## config.mk

```make
export PLATFORM = sky130hd
export DESIGN_NAME = phy_mdio_ctrl
export DESIGN_NICKNAME = d
export VERILOG_FILES = /design/src/rtl/phy_mdio_ctrl.sv
export SDC_FILE = /design/constraint.sdc
export NUM_CORES = 1
export LEC_CHECK = 0
export CORE_ASPECT_RATIO = 1.75
export CORE_MARGIN = 1.5
export CORE_UTILIZATION = 50
export DETAILED_ROUTE_END_ITERATION = 7
export DONT_BUFFER_PORTS = 1
export SETUP_SLACK_MARGIN = 0.1
export SLEW_MARGIN = 15
export SYNTH_ARGS = -nofsm -noshare
export SYNTH_HDL_FRONTEND = slang
export SYNTH_SLANG_ARGS = --single-unit
```

## constraint.sdc

```tcl
create_clock -name rgmii_clk_in -period 3.59 [get_ports rgmii_clk_in]
set_clock_uncertainty 0.1 [all_clocks]
set_input_delay 1.077 -clock rgmii_clk_in [delete_from_list [all_inputs] [get_ports rgmii_clk_in]]
set_output_delay 1.077 -clock rgmii_clk_in [all_outputs]
set_load 0.005 [all_outputs]
```

## src/rtl/phy_mdio_ctrl.sv

```systemverilog
// Clause-22 MDIO master: generates MDC and serialises one read/write frame per command.
// Optional build macro MDIO_PREAMBLE_SUPPRESS_EN adds cmd_no_pre to skip the preamble.
module phy_mdio_ctrl #(
  parameter int unsigned MDC_DIV = 5,
  parameter int unsigned PRE_LEN = 32
) (
  input  logic        rgmii_clk_in,
  input  logic        sys_rst_n,
  input  logic        cmd_valid,
  output logic        cmd_ready,
  input  logic        cmd_write,
  input  logic [4:0]  cmd_phy_addr,
  input  logic [4:0]  cmd_reg_addr,
  input  logic [15:0] cmd_wdata,
`ifdef MDIO_PREAMBLE_SUPPRESS_EN
  input  logic        cmd_no_pre,
`endif
  output logic        rd_valid,
  output logic [15:0] rd_data,
  output logic        rd_err,
  output logic        busy,
  output logic        mdc_out,
  output logic        mdio_o,
  output logic        mdio_oe,
  input  logic        mdio_i,
  output logic        mdio_rstn_out
);

  typedef enum logic [2:0] {StIdle, StPre, StHdr, StTa, StData, StIdleBit} state_e;

  localparam logic [7:0] DivLast = 8'(MDC_DIV - 1);
  localparam logic [5:0] PreLast = 6'(PRE_LEN - 1);

  state_e      state_q, nxt_state;
  logic [5:0]  bit_cnt_q, nxt_cnt;
  logic [7:0]  div_cnt_q;
  logic        mdc_q, busy_q, mdio_o_q, mdio_oe_q;
  logic        wr_q, ta_err_q;
  logic [4:0]  phy_q, reg_q;
  logic [15:0] wdata_q, shift_q;
  logic        rd_valid_q, rd_err_q;
  logic [15:0] rd_data_q;
  logic        accept, tick, rise_tick, fall_tick, no_pre;
  logic        f_write, nxt_o, nxt_oe;
  logic [4:0]  f_phy, f_reg;
  logic [15:0] f_wdata;
  logic [13:0] hdr;

  assign accept    = cmd_valid & ~busy_q;
  assign tick      = busy_q & (div_cnt_q == DivLast);
  assign rise_tick = tick & ~mdc_q;
  assign fall_tick = tick & mdc_q;

`ifdef MDIO_PREAMBLE_SUPPRESS_EN
  assign no_pre = cmd_no_pre;
`else
  assign no_pre = 1'b0;
`endif

  // The first bit is launched on the accept edge, before the field latches are loaded.
  assign f_write = accept ? cmd_write    : wr_q;
  assign f_phy   = accept ? cmd_phy_addr : phy_q;
  assign f_reg   = accept ? cmd_reg_addr : reg_q;
  assign f_wdata = accept ? cmd_wdata    : wdata_q;
  assign hdr     = {2'b01, (f_write ? 2'b01 : 2'b10), f_phy, f_reg};

  always_comb begin
    nxt_state = state_q;
    nxt_cnt   = bit_cnt_q - 6'd1;
    if (accept) begin
      nxt_state = no_pre ? StHdr : StPre;
      nxt_cnt   = no_pre ? 6'd13 : PreLast;
    end else if (bit_cnt_q == 6'd0) begin
      case (state_q)
        StPre:   begin nxt_state = StHdr;     nxt_cnt = 6'd13; end
        StHdr:   begin nxt_state = StTa;      nxt_cnt = 6'd1;  end
        StTa:    begin nxt_state = StData;    nxt_cnt = 6'd15; end
        StData:  begin nxt_state = StIdleBit; nxt_cnt = 6'd0;  end
        default: begin nxt_state = StIdle;    nxt_cnt = 6'd0;  end
      endcase
    end
  end

  // Pad value for the bit about to be launched; reads release the line from TA onwards.
  always_comb begin
    nxt_o  = 1'b1;
    nxt_oe = 1'b0;
    case (nxt_state)
      StPre: nxt_oe = 1'b1;
      StHdr: begin
        nxt_o  = hdr[nxt_cnt[3:0]];
        nxt_oe = 1'b1;
      end
      StTa: if (f_write) begin
        nxt_o  = nxt_cnt[0];
        nxt_oe = 1'b1;
      end
      StData: if (f_write) begin
        nxt_o  = f_wdata[nxt_cnt[3:0]];
        nxt_oe = 1'b1;
      end
      default: ;
    endcase
  end

  always_ff @(posedge rgmii_clk_in or negedge sys_rst_n) begin
    if (!sys_rst_n) begin
      state_q    <= StIdle;
      bit_cnt_q  <= '0;
      div_cnt_q  <= '0;
      mdc_q      <= 1'b0;
      busy_q     <= 1'b0;
      mdio_o_q   <= 1'b1;
      mdio_oe_q  <= 1'b0;
      wr_q       <= 1'b0;
      phy_q      <= '0;
      reg_q      <= '0;
      wdata_q    <= '0;
      shift_q    <= '0;
      ta_err_q   <= 1'b0;
      rd_valid_q <= 1'b0;
      rd_data_q  <= '0;
      rd_err_q   <= 1'b0;
    end else begin
      rd_valid_q <= 1'b0;
      if (accept) begin
        wr_q      <= cmd_write;
        phy_q     <= cmd_phy_addr;
        reg_q     <= cmd_reg_addr;
        wdata_q   <= cmd_wdata;
        busy_q    <= 1'b1;
        state_q   <= nxt_state;
        bit_cnt_q <= nxt_cnt;
        div_cnt_q <= '0;
        mdc_q     <= 1'b0;
        mdio_o_q  <= nxt_o;
        mdio_oe_q <= nxt_oe;
      end else if (busy_q) begin
        if (tick) begin
          div_cnt_q <= '0;
          mdc_q     <= ~mdc_q;
        end else begin
          div_cnt_q <= div_cnt_q + 8'd1;
        end
        if (rise_tick && !wr_q) begin
          if (state_q == StTa && bit_cnt_q == 6'd0) ta_err_q <= mdio_i;
          if (state_q == StData) shift_q <= {shift_q[14:0], mdio_i};
        end
        if (fall_tick) begin
          if (state_q == StIdleBit) begin
            state_q   <= StIdle;
            busy_q    <= 1'b0;
            mdio_o_q  <= 1'b1;
            mdio_oe_q <= 1'b0;
            if (!wr_q) begin
              rd_valid_q <= 1'b1;
              rd_data_q  <= shift_q;
              rd_err_q   <= ta_err_q;
            end
          end else begin
            state_q   <= nxt_state;
            bit_cnt_q <= nxt_cnt;
            mdio_o_q  <= nxt_o;
            mdio_oe_q <= nxt_oe;
          end
        end
      end
    end
  end

  assign cmd_ready     = ~busy_q;
  assign busy          = busy_q;
  assign mdc_out       = mdc_q;
  assign mdio_o        = mdio_o_q;
  assign mdio_oe       = mdio_oe_q;
  assign rd_valid      = rd_valid_q;
  assign rd_data       = rd_data_q;
  assign rd_err        = rd_err_q;
  assign mdio_rstn_out = 1'b1;

endmodule

```

==> After elaboration in Yosys (flattened, before gate mapping) <==
Cells that the tools add are included.
{ "totals": {"inputBits": 31, "register_bits": 83, "elab_cells": 104, "out_inout_bits": 24} }
{ "op_classes": {"n_eq_ne": 11, "addsub": 2, "n_mux": 51, "bitwise_logic": 8, "reduce_logical": 15, "order_cmp": 1} }
{ "ops": {"columns": ["op", "count"], "rows": [
  ["6-bit 2-to-1 mux", 6],
  ["1-bit 2-to-1 mux", 26],
  ["8-bit 2-to-1 mux", 3],
  ["3-bit 2-to-1 mux", 6],
  ["16-bit 2-to-1 mux", 1],
  ["3-bit by 2-bit equality test with 1-bit output (second input constant)", 4],
  ["3-bit case mux with 4 select lines", 1],
  ["4-bit case mux with 3 select lines", 1],
  ["5-bit 2-to-1 mux", 2],
  ["3-bit equality test (second input constant)", 3],
  ["8-bit by 1-bit adder with 8-bit output (second input constant)", 1],
  ["1-bit binary-select mux with 4-bit select", 2],
  ["8-bit by 3-bit equality test with 1-bit output (second input constant)", 1],
  ["4-bit AND reduction", 2],
  ["3-bit by 1-bit equality test with 1-bit output (second input constant)", 2],
  ["6-bit zero test", 1],
  ["2-bit nonzero test", 3],
  ["6-bit by 1-bit subtractor with 6-bit output (second input constant)", 1],
  ["4-bit by 5-bit less-than comparator with 1-bit output (second input constant)", 1],
  ["5-bit AND reduction", 1],
  ["1-bit bitwise AND", 4],
  ["1-bit inverter", 4],
  ["2-bit AND reduction", 2],
  ["2-bit OR reduction", 2],
  ["other kinds (7)", 8]
]} }

==> Longest topological paths before layout <==
Gate-level depths: netlist of run 1.
{ "logic_depth": {"ltp_word": 12, "mapped_depth": 12, "depth_no_buf": 12} }

==> Worst setup path before layout of run 1 <==
OpenSTA, ideal clock, no wires.
{ "synth_path": {"path_type": "input -> register", "from": "input cmd_valid", "to": "register mdio_o_q, in the netlist mdio_o", "setup_slack_ns": 0.671, "required_ns": 3.396, "arrival_time_ns": 2.724, "n_path_buf": 2, "setup_time_ns": 0.094, "stages": 12, "cell_sequence": "nand2b_1 -> buf_2 -> buf_2 -> o211ai_1 -> and2_1 -> inv_1 -> ha_1 -> a22oi_1 -> o32ai_1 -> nand2_1 -> o31ai_1 -> o32ai_1"} }
{ "synth_between": {"elab_chain_len": 10, "elab_cells_between_ends": 25, "classes_between": "eq/ne (3); mux (18); bitwise (1); reduce/logical (3)"} }
{ "synth_rtl": {"columns": ["element", "line_no", "text"], "rows": [
  ["from (decl)", "9", "input logic cmd_valid,"],
  ["1-bit bitwise AND (*)", "49", "assign accept = cmd_valid & ~busy_q;"],
  ["16-bit 2-to-1 mux, or another cell as far along", null, null],
  ["1-bit binary-select mux with 4-bit select or 2-bit 2-to-1 mux (tied branches)", "99, 65", null],
  ["1-bit 2-to-1 mux (not written as such) or 1-bit binary-select mux with 4-bit select (tied branches)", "99, 91", null],
  ["1-bit 2-to-1 mux, on equally long branches", "98, 91", null],
  ["1-bit case mux with 3 select lines", "88", "case (nxt_state)"],
  ["1-bit 2-to-1 mux", "150", "if (state_q == StIdleBit) begin"],
  ["1-bit 2-to-1 mux", "149", "if (fall_tick) begin"],
  ["1-bit 2-to-1 mux", "138", "end else if (busy_q) begin"],
  ["1-bit 2-to-1 mux", "126", "if (accept) begin"],
  ["to (signal assigned)", "136", "mdio_o_q <= nxt_o;"],
  ["to (signal assigned)", "163", "mdio_o_q <= nxt_o;"],
  ["to (decl)", "37", "logic mdc_q, busy_q, mdio_o_q, mdio_oe_q;"]
]} }
Every way passes the cells marked *; elsewhere a longest branch is shown, timed or not. The select of a mux whose other input is x is not followed.
A chain may end at the register's enable or synchronous reset.

==> Final worst setup path of run 1 <==
{ "layout_path": {"from": "input cmd_valid", "to": "register mdio_o_q, in the netlist mdio_o"} }
{ "layout_between": {"elab_chain_len": 10, "elab_cells_between_ends": 25, "classes_between": "eq/ne (3); mux (18); bitwise (1); reduce/logical (3)"} }
{ "layout_rtl": {"columns": ["element", "line_no", "text"], "rows": [
  ["1-bit bitwise AND (*)", "49", null],
  ["1-bit 2-to-1 mux (*)", null, null],
  ["via f_write", "44", "logic f_write, nxt_o, nxt_oe;"],
  ["2-bit 2-to-1 mux", "65", "assign hdr = {2'b01, (f_write ? 2'b01 : 2'b10), f_phy, f_reg};"],
  ["1-bit binary-select mux with 4-bit select", "91", "nxt_o = hdr[nxt_cnt[3:0]];"],
  ["1-bit 2-to-1 mux (not written as such)", "91", null],
  ["1-bit case mux with 3 select lines (*)", "88", null],
  ["1-bit 2-to-1 mux", "150", null],
  ["1-bit 2-to-1 mux", "149", null],
  ["1-bit 2-to-1 mux", "138", null],
  ["1-bit 2-to-1 mux (*)", "126", null]
]} }
The timed path passes the listed nets; every way through them passes the cells marked *. The select of a mux whose other input is x is not followed.

==> results of run 1 <==
[worst max-delay path by stage]
| stage | endpoint |
|---|---|
| 6_report | mdio_o$_DFFE_PN1P_ |
| 3_3_place_gp | mdio_o$_DFFE_PN1P_ |
| 4_1_cts | mdio_o$_DFFE_PN1P_ |
| 5_1_grt | mdio_o$_DFFE_PN1P_ |
| 3_5_place_dp | mdio_o$_DFFE_PN1P_ |
| 2_1_floorplan | mdio_o$_DFFE_PN1P_ |
[cells in the mapped netlist, types with 3 or more instances]
library cell | n | area, sq um
inv_1 | 8 | 30.0
nand2b_1 | 4 | 25.0
o32ai_1 | 3 | 26.3
dfrtp_1 | 82 | 2050
nor2_1 | 18 | 67.6
buf_2 | 6 | 30.0
mux2_2 | 33 | 372
nor3_1 | 7 | 35.0
o211ai_1 | 3 | 22.5
ha_1 | 5 | 62.6
a21oi_1 | 8 | 40.0
xor2_1 | 3 | 26.3
nand3_1 | 7 | 35.0
o21ai_0 | 21 | 105
nand2_1 | 108 | 405
mux2i_1 | 9 | 90.1
and3_1 | 3 | 18.8
clkbuf_1 | 6 | 22.5
[kinds of logic after synthesis]
family | after synthesis | share of synthesized area (%)
and+or+nand+nor | 166 | 19.0
DFF | 83 | 52.4
AOI/OAI and AO/OA | 52 | 8.70
muxes | 47 | 14.0
buffers and inverters | 25 | 3.12
adders and majority gates | 5 | 1.58
xor gates and xnor gates | 5 | 1.10
other | 1 | 0.0945
[per-stage QoR]
step | cells | utilization [%] | power (W) | instance area [sq um]
after floorplan | 384 | - | 0.00197 | 3970
after global placement | 465 | 53.3 | 0.00217 | 4060
after detailed placement | 465 | 53.3 | 0.00219 | 4060
after CTS | 480 | 57.7 | 0.00324 | 4390
after global routing | 480 | 57.7 | 0.00340 | 4390
final | 480 | 57.7 | 0.00320 | 4390
[state kept, by name (all words and copies together), names as in the netlist]
| signal | count |
|---|---|
| ta_err_q | 1 |
| state_q | 3 |
| mdio_o | 1 |
| rd_err | 1 |
| rd_data | 16 |
| mdc_out | 1 |
| div_cnt_q | 8 |
| mdio_oe | 1 |
| phy_q | 5 |
| bit_cnt_q | 6 |
| busy | 1 |
| shift_q | 16 |
| wr_q | 1 |
| rd_valid | 1 |
| wdata_q | 16 |
| reg_q | 5 |
[power by group]
part           internal [W]  leakage (nW)  switching (W)
clock network      0.000678         0.160       0.000346
logic              0.000356         0.886       0.000429
registers           0.00118          1.05       0.000212
[critical path: cells and delay by family]
family,cells,cell delay [ns]
adders and majority gates,1,0.16
and+or+nand+nor,4,1.20
AOI/OAI and AO/OA,4,0.60
[final cells by class]
| cell class | instances | area [sq um] |
|---|---|---|
| tap | 88 | 110 |
| sequential | 83 | 2080 |
| timing repair buffer | 10 | 75.1 |
| multi-input combinational | 276 | 1770 |
| inverter | 8 | 30.0 |
| fill | 653 | 3230 |
| clock buffer | 11 | 233 |
| clock inverter | 4 | 98.8 |
[layer usage]
layer,vias to the layer above,part of all wire (%)
met5,-,0
met4,0,2.2
met3,15,4.8
met2,74,55
met1,1390,38
li1,1330,-
==> impl_metrics.tcl, run 1 <==
set metrics [dict create \
    outcome "finished clean" \
    reg2reg_to "mdio_o$_DFFE_PN1P_" \
    rr_worst_depth 9 \
    coreArea_sq_um 7620 \
    crit_start "cmd_valid" \
    clock.fmax_ghz 0.344 \
    fin_nets 424 \
    hold_slack_ns 0.337 \
    clkTransAtPathRegs_ns 0.06 \
    cts-root-buf "clkbuf_16" \
    final_cell_mix "nand2_1, dfrtp_1, mux2_2, o21ai_0, nor2_1" \
    finalHoldViolations 0 \
    routed_wirelength_um 8020 \
    syn-cell-area_sq_um 3970 \
    leakage_nw 2.10 \
    drc 0 \
    tns_ns 0 \
    maxCapViolations 0 \
    antenna_found_initial 0 \
    synthToLayoutAreaGrowth_pct 10.7 \
    clk_latency_ns 0.33 \
    path_cells "nor2b_2, nand2_1, nand2_1, ha_1, a22oi_1, o32ai_1, nand2_1, a2111oi_2, o32ai_1" \
    gp_congestion 0.820 \
    cp_common_cell "nand2_1" \
    r2r_setup_slack_ns 0.74 \
    path_max_fanout 25 \
    dp_hpwl_um 5720 \
    critPathMaxStageDelay_ns 0.79 \
    syn_inst 384 \
    hp-class "input port to asynchronous set/reset pin" \
    cts_resized 0 \
    gr-max-usage-layer "met2" \
    grt_util_met3_pct 4.98 \
    use_met2_pct 37.0 \
    cts_sinks 83 \
    synthArstFlopShare_pct 100 \
    tightestPinTransition_ns 1.02 \
    ant_nets 0 \
    max-vdd-ir-drop_mv 0.368 \
    viasPerCell 5.85 \
    fin_ws_ns 0.682 \
    initial_core_util_pct 52.1 \
    crit_arrival_ns 3.05 \
    grt_pass1_vias 2814 \
    synth_fp_nets 420 \
    yosys_register_bits 83 \
    rows 42 \
    yosys_warnings 0 \
    synth_seq_area_share_pct 52.4 \
    r2r_start "bit_cnt_q[0]$_DFFE_PN0P_" \
    cts_tree "yes" \
    setup_viol 0 \
    crit_type "input port to register" \
    layout_min_cycle_time_ns 2.91 \
    grt_max_degree 84 \
    first_pass_iters 7 \
    finalCritPeriodShare_pct 81.0 \
    critical-path-slowest-cell "nor2b_2" \
    synth_edf_count 0 \
    setup.worst_path.end_class "register" \
    grt-ovfl-total 0 \
    portBuffers 0 \
    ys.flop_type "dfrtp_1" \
    htreeDepth 3 \
    io_pins 55 \
    final_common_cell "nand2_1" \
    rsz0062_at_grt "false" \
    relSlewSlack_pct 31.6 \
    grtUsageMet1_pct 22.8 \
    die_w_um 70.4 \
    cts_buffers 9 \
    cp-start-kind "input port" \
    grt_pass1_wl_um 13700 \
    die_area_sq_um 8500 \
    antenna_cells 0 \
    drt_iter0_drc 208 \
    place_ws_ns 0.397 \
    synth.avg_cell_area_sq_um 10.3 \
    grt.total_usage_pct 20.6 \
    postCtsHoldBufs 0 \
    worstPathRequired_ns 3.73 \
    vias 2809 \
    post_cts_buffers 0 \
    drive_gt1_share_pct 17.9 \
    clockBufferDepth 2 \
    maxSlewViolCount 0 \
    routedWlPerCell_um 16.7 \
    power.density_nw_per_um2 729 \
    die_y_um 121 \
    synth_cell_types 57 \
]
Note: power is estimated with default switching activity, not from simulation.
==> run 2, diff against run 1 <==
PLACE_DENSITY = 0.68   (was unset)
clock period = 2.35 ns   (was 3.59 ns; I/O delays follow)
==> impl_metrics.tcl, run 2 (same netlist as run 1, synthesis figures left out) <==
set metrics [dict create \
    outcome "finished with violations" \
    violations "hold timing, setup timing" \
    critPathMaxStageDelay_ns 0.40 \
    setup.worst_path.end_class "register" \
    fin_nets 458 \
    path_cells "inv_2, ha_2, or3b_4, buf_6, o211ai_1, and2_4, inv_2, ha_1, a22oi_2, o32ai_1, nand2_1, o31ai_1, o32ai_1" \
    portBuffers 0 \
    maxCapViolations 0 \
    max-vdd-ir-drop_mv 0.736 \
    num-fill-cells 600 \
    antenna_cells 0 \
    first_pass_iters 4 \
    crit_type "register to register" \
    power.density_nw_per_um2 1080 \
    viasPerCell 5.79 \
    cp-start-kind "register" \
    maxSlewViolCount 0 \
    final_area_sq_um 4880 \
    die_y_um 121 \
    clk_latency_ns 0.35 \
    clockBufferDepth 2 \
    hp-class "input port to asynchronous set/reset pin" \
    clkTransAtPathRegs_ns 0.07 \
    drc 0 \
    regArea_sq_um 2080 \
    final_common_cell "nand2_1" \
    layout_min_cycle_time_ns 2.56 \
    rows 42 \
    cts_buffers 9 \
    worstPathRequired_ns 2.49 \
    tightestPinTransition_ns 0.622 \
    fin_total_pwr_w 0.00527 \
    finalHoldViolations 82 \
    die_area_sq_um 8500 \
    final_cell_mix "nand2_1, dfrtp_1, buf_4, o21ai_0, mux2_4" \
    coreArea_sq_um 7620 \
    drt_iter0_drc 193 \
    grt_pass1_wl_um 14600 \
    synthToLayoutAreaGrowth_pct 22.9 \
    leakage_nw 2.32 \
    dp_hpwl_um 6140 \
    fin_ws_ns -0.210 \
    ant_nets 0 \
    cts_tree "yes" \
    grt_util_met3_pct 5.73 \
    gp_congestion 0.865 \
    hold_slack_ns -0.0533 \
    critical-path-slowest-cell "or3b_4" \
    io_pins 55 \
    finalCritPeriodShare_pct 109 \
    grtUsageMet1_pct 24.1 \
    grt_pass1_vias 3103 \
    drive_gt1_share_pct 30.2 \
    routedWlPerCell_um 17.3 \
    gr-max-usage-layer "met2" \
    initial_core_util_pct 52.1 \
    post_dp_cell_area_sq_um 4370 \
    clock.fmax_ghz 0.391 \
    antenna_found_initial 0 \
    path_max_fanout 3 \
    cts-root-buf "clkbuf_16" \
    vias 2981 \
    use_met2_pct 39.1 \
    setup_viol 1 \
    multi_input_area_sq_um 1920 \
    die_w_um 70.4 \
    fin_util_pct 64.0 \
    grt.total_usage_pct 22.0 \
    relSlewSlack_pct 58.4 \
    crit_arrival_ns 2.70 \
    placed_cells 493 \
    grt-ovfl-total 0 \
    cts_sinks 83 \
    htreeDepth 3 \
    rsz0062_at_grt "true" \
    routed_wirelength_um 8910 \
    grt_max_degree 84 \
    fin_cells 515 \
]
-- run 2: cell count changes in the layout (fill, tap and decap cells not counted), moves of 3 or more --
cell | previous run | this run
buf_12 | 0 | 3
buf_4 | 10 | 37
inv_1 | 8 | 4
inv_2 | 0 | 4
mux2_2 | 33 | 17
mux2_4 | 0 | 18
-- run 2: what timing repair did --
item	in CTS	in global routing
setup endpoints to repair	2	26
resized for setup	3	24
pin swaps	3	3
setup buffers	2	2
endpoints found under the hold margin	82	82
gates cloned	0	2
-- run 2: cell type report --
| cell class | instances | share of cell area [%] |
|---|---|---|
| repair buffers | 44 | 8.41 |
| well taps | 88 | 2.26 |
| clock buffers | 10 | 4.90 |
| clock inverters | 6 | 1.87 |
| flip-flops and latches | 83 | 42.6 |
| inverters | 8 | 0.616 |
| multi-input cells | 276 | 39.3 |
-- run 2: path summary, 6_finish.rpt --
| path | startpoint | to | slack, ns | cells after the start |
|---|---|---|---|---|
| min | sys_rst_n | shift_q[11]$_DFFE_PN0P_ | -0.05 | 0 |
| min reg2reg | reg_q[0]$_DFF_PN0_ | reg_q[0]$_DFF_PN0_ | 0.37 | 2 |
| max reg2reg | bit_cnt_q[1]$_DFFE_PN0P_ | mdio_o$_DFFE_PN1P_ | -0.21 | 13 |
| min in group rgmii_clk_in | cmd_reg_addr[0] | reg_q[0]$_DFF_PN0_ | 0.36 | 2 |
| max | bit_cnt_q[1]$_DFFE_PN0P_ | mdio_o$_DFFE_PN1P_ | -0.21 | 13 |
| max in group asynchronous | sys_rst_n | mdio_o$_DFFE_PN1P_ | 2.02 | 0 |
-- run 2: through the flow --
stage / setup WS, ns / setup TNS [ns]
6_report: -0.210 / -0.210
5_1_grt: -0.315 / -0.355
2_1_floorplan: -0.180 / -0.180
3_5_place_dp: -0.187 / -0.187
3_3_place_gp: -0.130 / -0.130
4_1_cts: -0.197 / -0.197
-- run 2: routing by layer --
| layer | wire length [um] | share of wire [%] | vias to the layer above |
|---|---|---|---|
| li1 | - | - | 1411 |
| met2 | 4860 | 55 | 102 |
| met3 | 418 | 4.7 | 24 |
| met1 | 3330 | 37 | 1444 |
| met5 | 0 | 0 | - |
| met4 | 303 | 3.4 | 0 |
-- run 2: report_power, final --
group / leakage, nW / switching, W / internal [W]
Sequential: 1.05 / 0.000304 / 0.00181
Clock: 0.164 / 0.000592 / 0.000969
Combinational: 1.10 / 0.000800 / 0.000794
Total: 2.32 / 0.00170 / 0.00357
-- run 2: worst max-delay path: cells and delay by family, from the launching register on --
| family | cells | cell delay (ns) |
|---|---|---|
| adder cells (fa/ha/maj) | 2 | 0.37 |
| AND/OR/NAND/NOR | 3 | 0.68 |
| AO/OA/AOI/OAI | 5 | 0.69 |
| flip-flops | 1 | 0.39 |
| buffers and inverters | 3 | 0.23 |
==> run 3, diff against run 2 <==
ABC_AREA = 1   (was unset)
==> impl_metrics.tcl, run 3 <==
set metrics [dict create \
    hp-class "input port to asynchronous set/reset pin" \
    rows 44 \
    reg2reg_to "mdio_o$_DFFE_PN1P_" \
    io_pins 55 \
    initial_core_util_pct 51.1 \
    yosys_warnings 0 \
    clkTransAtPathRegs_ns 0.06 \
    clockBufferDepth 2 \
    drive_gt1_share_pct 18.1 \
    grt.total_usage_pct 20.6 \
    path_max_fanout 7 \
    crit_arrival_ns 2.21 \
    worstPathRequired_ns 2.51 \
    outcome "finished with violations" \
    grt_pass1_vias 3264 \
    leakage_nw 2.19 \
    grtUsageMet1_pct 23.0 \
    clock.fmax_ghz 0.487 \
    maxCapViolations 0 \
    cp-start-kind "register" \
    synth.avg_cell_area_sq_um 8.56 \
    synthArstFlopShare_pct 100 \
    vias 3257 \
    routedWlPerCell_um 14.7 \
    setup_viol 0 \
    synth_edf_count 0 \
    hold_slack_ns -0.0281 \
    drc 0 \
    place_ws_ns 0.172 \
    violations "hold timing" \
    rr_worst_depth 13 \
    max-vdd-ir-drop_mv 0.530 \
    antenna_found_initial 0 \
    ant_nets 0 \
    gr-max-usage-layer "met2" \
    crit_type "register to register" \
    portBuffers 0 \
    syn_inst 493 \
    synth_area_leaders "dfrtp_1, nand2_1, inv_1, nand3_1, o21ai_0" \
    ys.flop_type "dfrtp_1" \
    post_dp_cell_area_sq_um 4290 \
    synth_fp_nets 529 \
    grt_max_degree 84 \
    tns_ns 0 \
    coreArea_sq_um 8260 \
    die_area_sq_um 9020 \
    cts_sinks 83 \
    use_met2_pct 35.3 \
    synth_seq_area_share_pct 49.3 \
    cts-root-buf "clkbuf_16" \
    final_cell_mix "nand2_1, dfrtp_1, inv_1, nand3_1, o21ai_0" \
    power.density_nw_per_um2 1040 \
    antenna_cells 0 \
    final_common_cell "nand2_1" \
    syn-cell-area_sq_um 4220 \
    dp_hpwl_um 6270 \
    first_pass_iters 4 \
    fin_nets 540 \
    viasPerCell 5.42 \
    grt_util_met3_pct 4.94 \
    htreeDepth 3 \
    rsz0062_at_grt "true" \
    finalCritPeriodShare_pct 87.3 \
    setup.worst_path.end_class "register" \
    gp_congestion 0.960 \
    fin_util_pct 55.9 \
    yosysMostFrequentCell "nand2_1" \
    cts_tree "yes" \
    synth_cell_types 40 \
    yosysTopAreaCell "dfrtp_1" \
    die_w_um 72.4 \
    synth_top_area_share_pct 48.6 \
    r2r_start "bit_cnt_q[1]$_DFFE_PN0P_" \
    cts_buffers 9 \
    die_y_um 125 \
    yosys_register_bits 83 \
    synth_common_cells "nand2_1, dfrtp_1, inv_1" \
    drt_iter0_drc 234 \
    synthToLayoutAreaGrowth_pct 9.40 \
    fin_ws_ns 0.297 \
    finalHoldViolations 82 \
    clk_latency_ns 0.33 \
    grt_pass1_wl_um 14700 \
    r2r_setup_slack_ns 0.30 \
    final_area_sq_um 4620 \
    routed_wirelength_um 8820 \
    maxSlewViolCount 0 \
    grt-ovfl-total 0 \
    layout_min_cycle_time_ns 2.05 \
]
==> run 3: cell types whose count changed after synthesis, moves of 11 or more <==
| cell | change |
|---|---|
| inv_1 | +59 |
| mux2_2 | -32 |
| nand2_2 | +13 |
| nand3_1 | +32 |
| o21ai_1 | +23 |
| or2_2 | +11 |
==> run 3: what timing repair did <==
item | in CTS | in global routing
endpoints found under the setup margin | 0 | 12
setup buffers | 0 | 5
endpoints found under the hold margin | 82 | 82
resized for setup | 0 | 9
==> run 3: worst max-delay path by stage <==
stage,depth (start not counted),end,start,slack [ns]
3_5_place_dp,14,mdio_o$_DFFE_PN1P_,cmd_valid,0.17
2_1_floorplan,13,mdio_o$_DFFE_PN1P_,cmd_valid,0.13
3_3_place_gp,14,mdio_o$_DFFE_PN1P_,cmd_valid,0.21
5_1_grt,13,mdio_o$_DFFE_PN1P_,bit_cnt_q[0]$_DFFE_PN0P_,0.07
4_1_cts,13,mdio_o$_DFFE_PN1P_,bit_cnt_q[1]$_DFFE_PN0P_,0.14
6_report,13,mdio_o$_DFFE_PN1P_,bit_cnt_q[1]$_DFFE_PN0P_,0.30
==> run 3: cells by family (layout without fill, tap and decap cells) <==
kind of cell             Yosys count  after routing  share of synthesized area (%)
flip-flops                        83             83                           49.3
adder cells (fa/ha/maj)            5              5                           1.48
XOR/XNOR                           7              7                           1.45
buffers and inverters             89            105                           9.99
AND/OR/NAND/NOR                  230            230                           27.2
multiplexers                       1              1                          0.267
AO/OA/AOI/OAI                     77             77                           10.3
other                              1              1                         0.0889
==> run 3: power breakdown <==
part	internal, W	switching, W
clock	0.000710	0.000538
combinational	0.000670	0.00104
sequential	0.00166	0.000197
==> run 3: metal layers <==
layer	routed length [um]	part of all wire [%]
met4	269	3.0
met5	0	0
met2	4770	54
met3	397	4.5
met1	3380	38
==> run 3: area by class of cell <==
class,count,area (sq um)
fillers,736,3640
flip-flops and latches,83,2080
multi-input cells,321,1740
inverters,73,282
clock buffers,11,233
repair buffers,16,133
well taps,92,115
clock inverters,5,30.0
==> run 3: stage by stage <==
stage / hold WS [ns] / std cells / power, W
floorplan: 0.309 / 493 / 0.00307
global placement: 0.314 / 580 / 0.00348
detailed placement: 0.313 / 580 / 0.00351
CTS: -0.0403 / 596 / 0.00478
global route: -0.0474 / 601 / 0.00514
finish: -0.0281 / 601 / 0.00482
==> run 3: worst max-delay path, cell delays in order (launching register included) <==
cell and delay [ns]:
dfrtp_1 0.37, inv_2 0.09, ha_4 0.15, nand3_4 0.14, nor2_4 0.17, nor2_4 0.05, ha_1 0.28, inv_1 0.05
nand4_1 0.08, nor2_1 0.09, nor2_1 0.06, a21oi_2 0.13, a21oi_1 0.08, a21oi_1 0.13
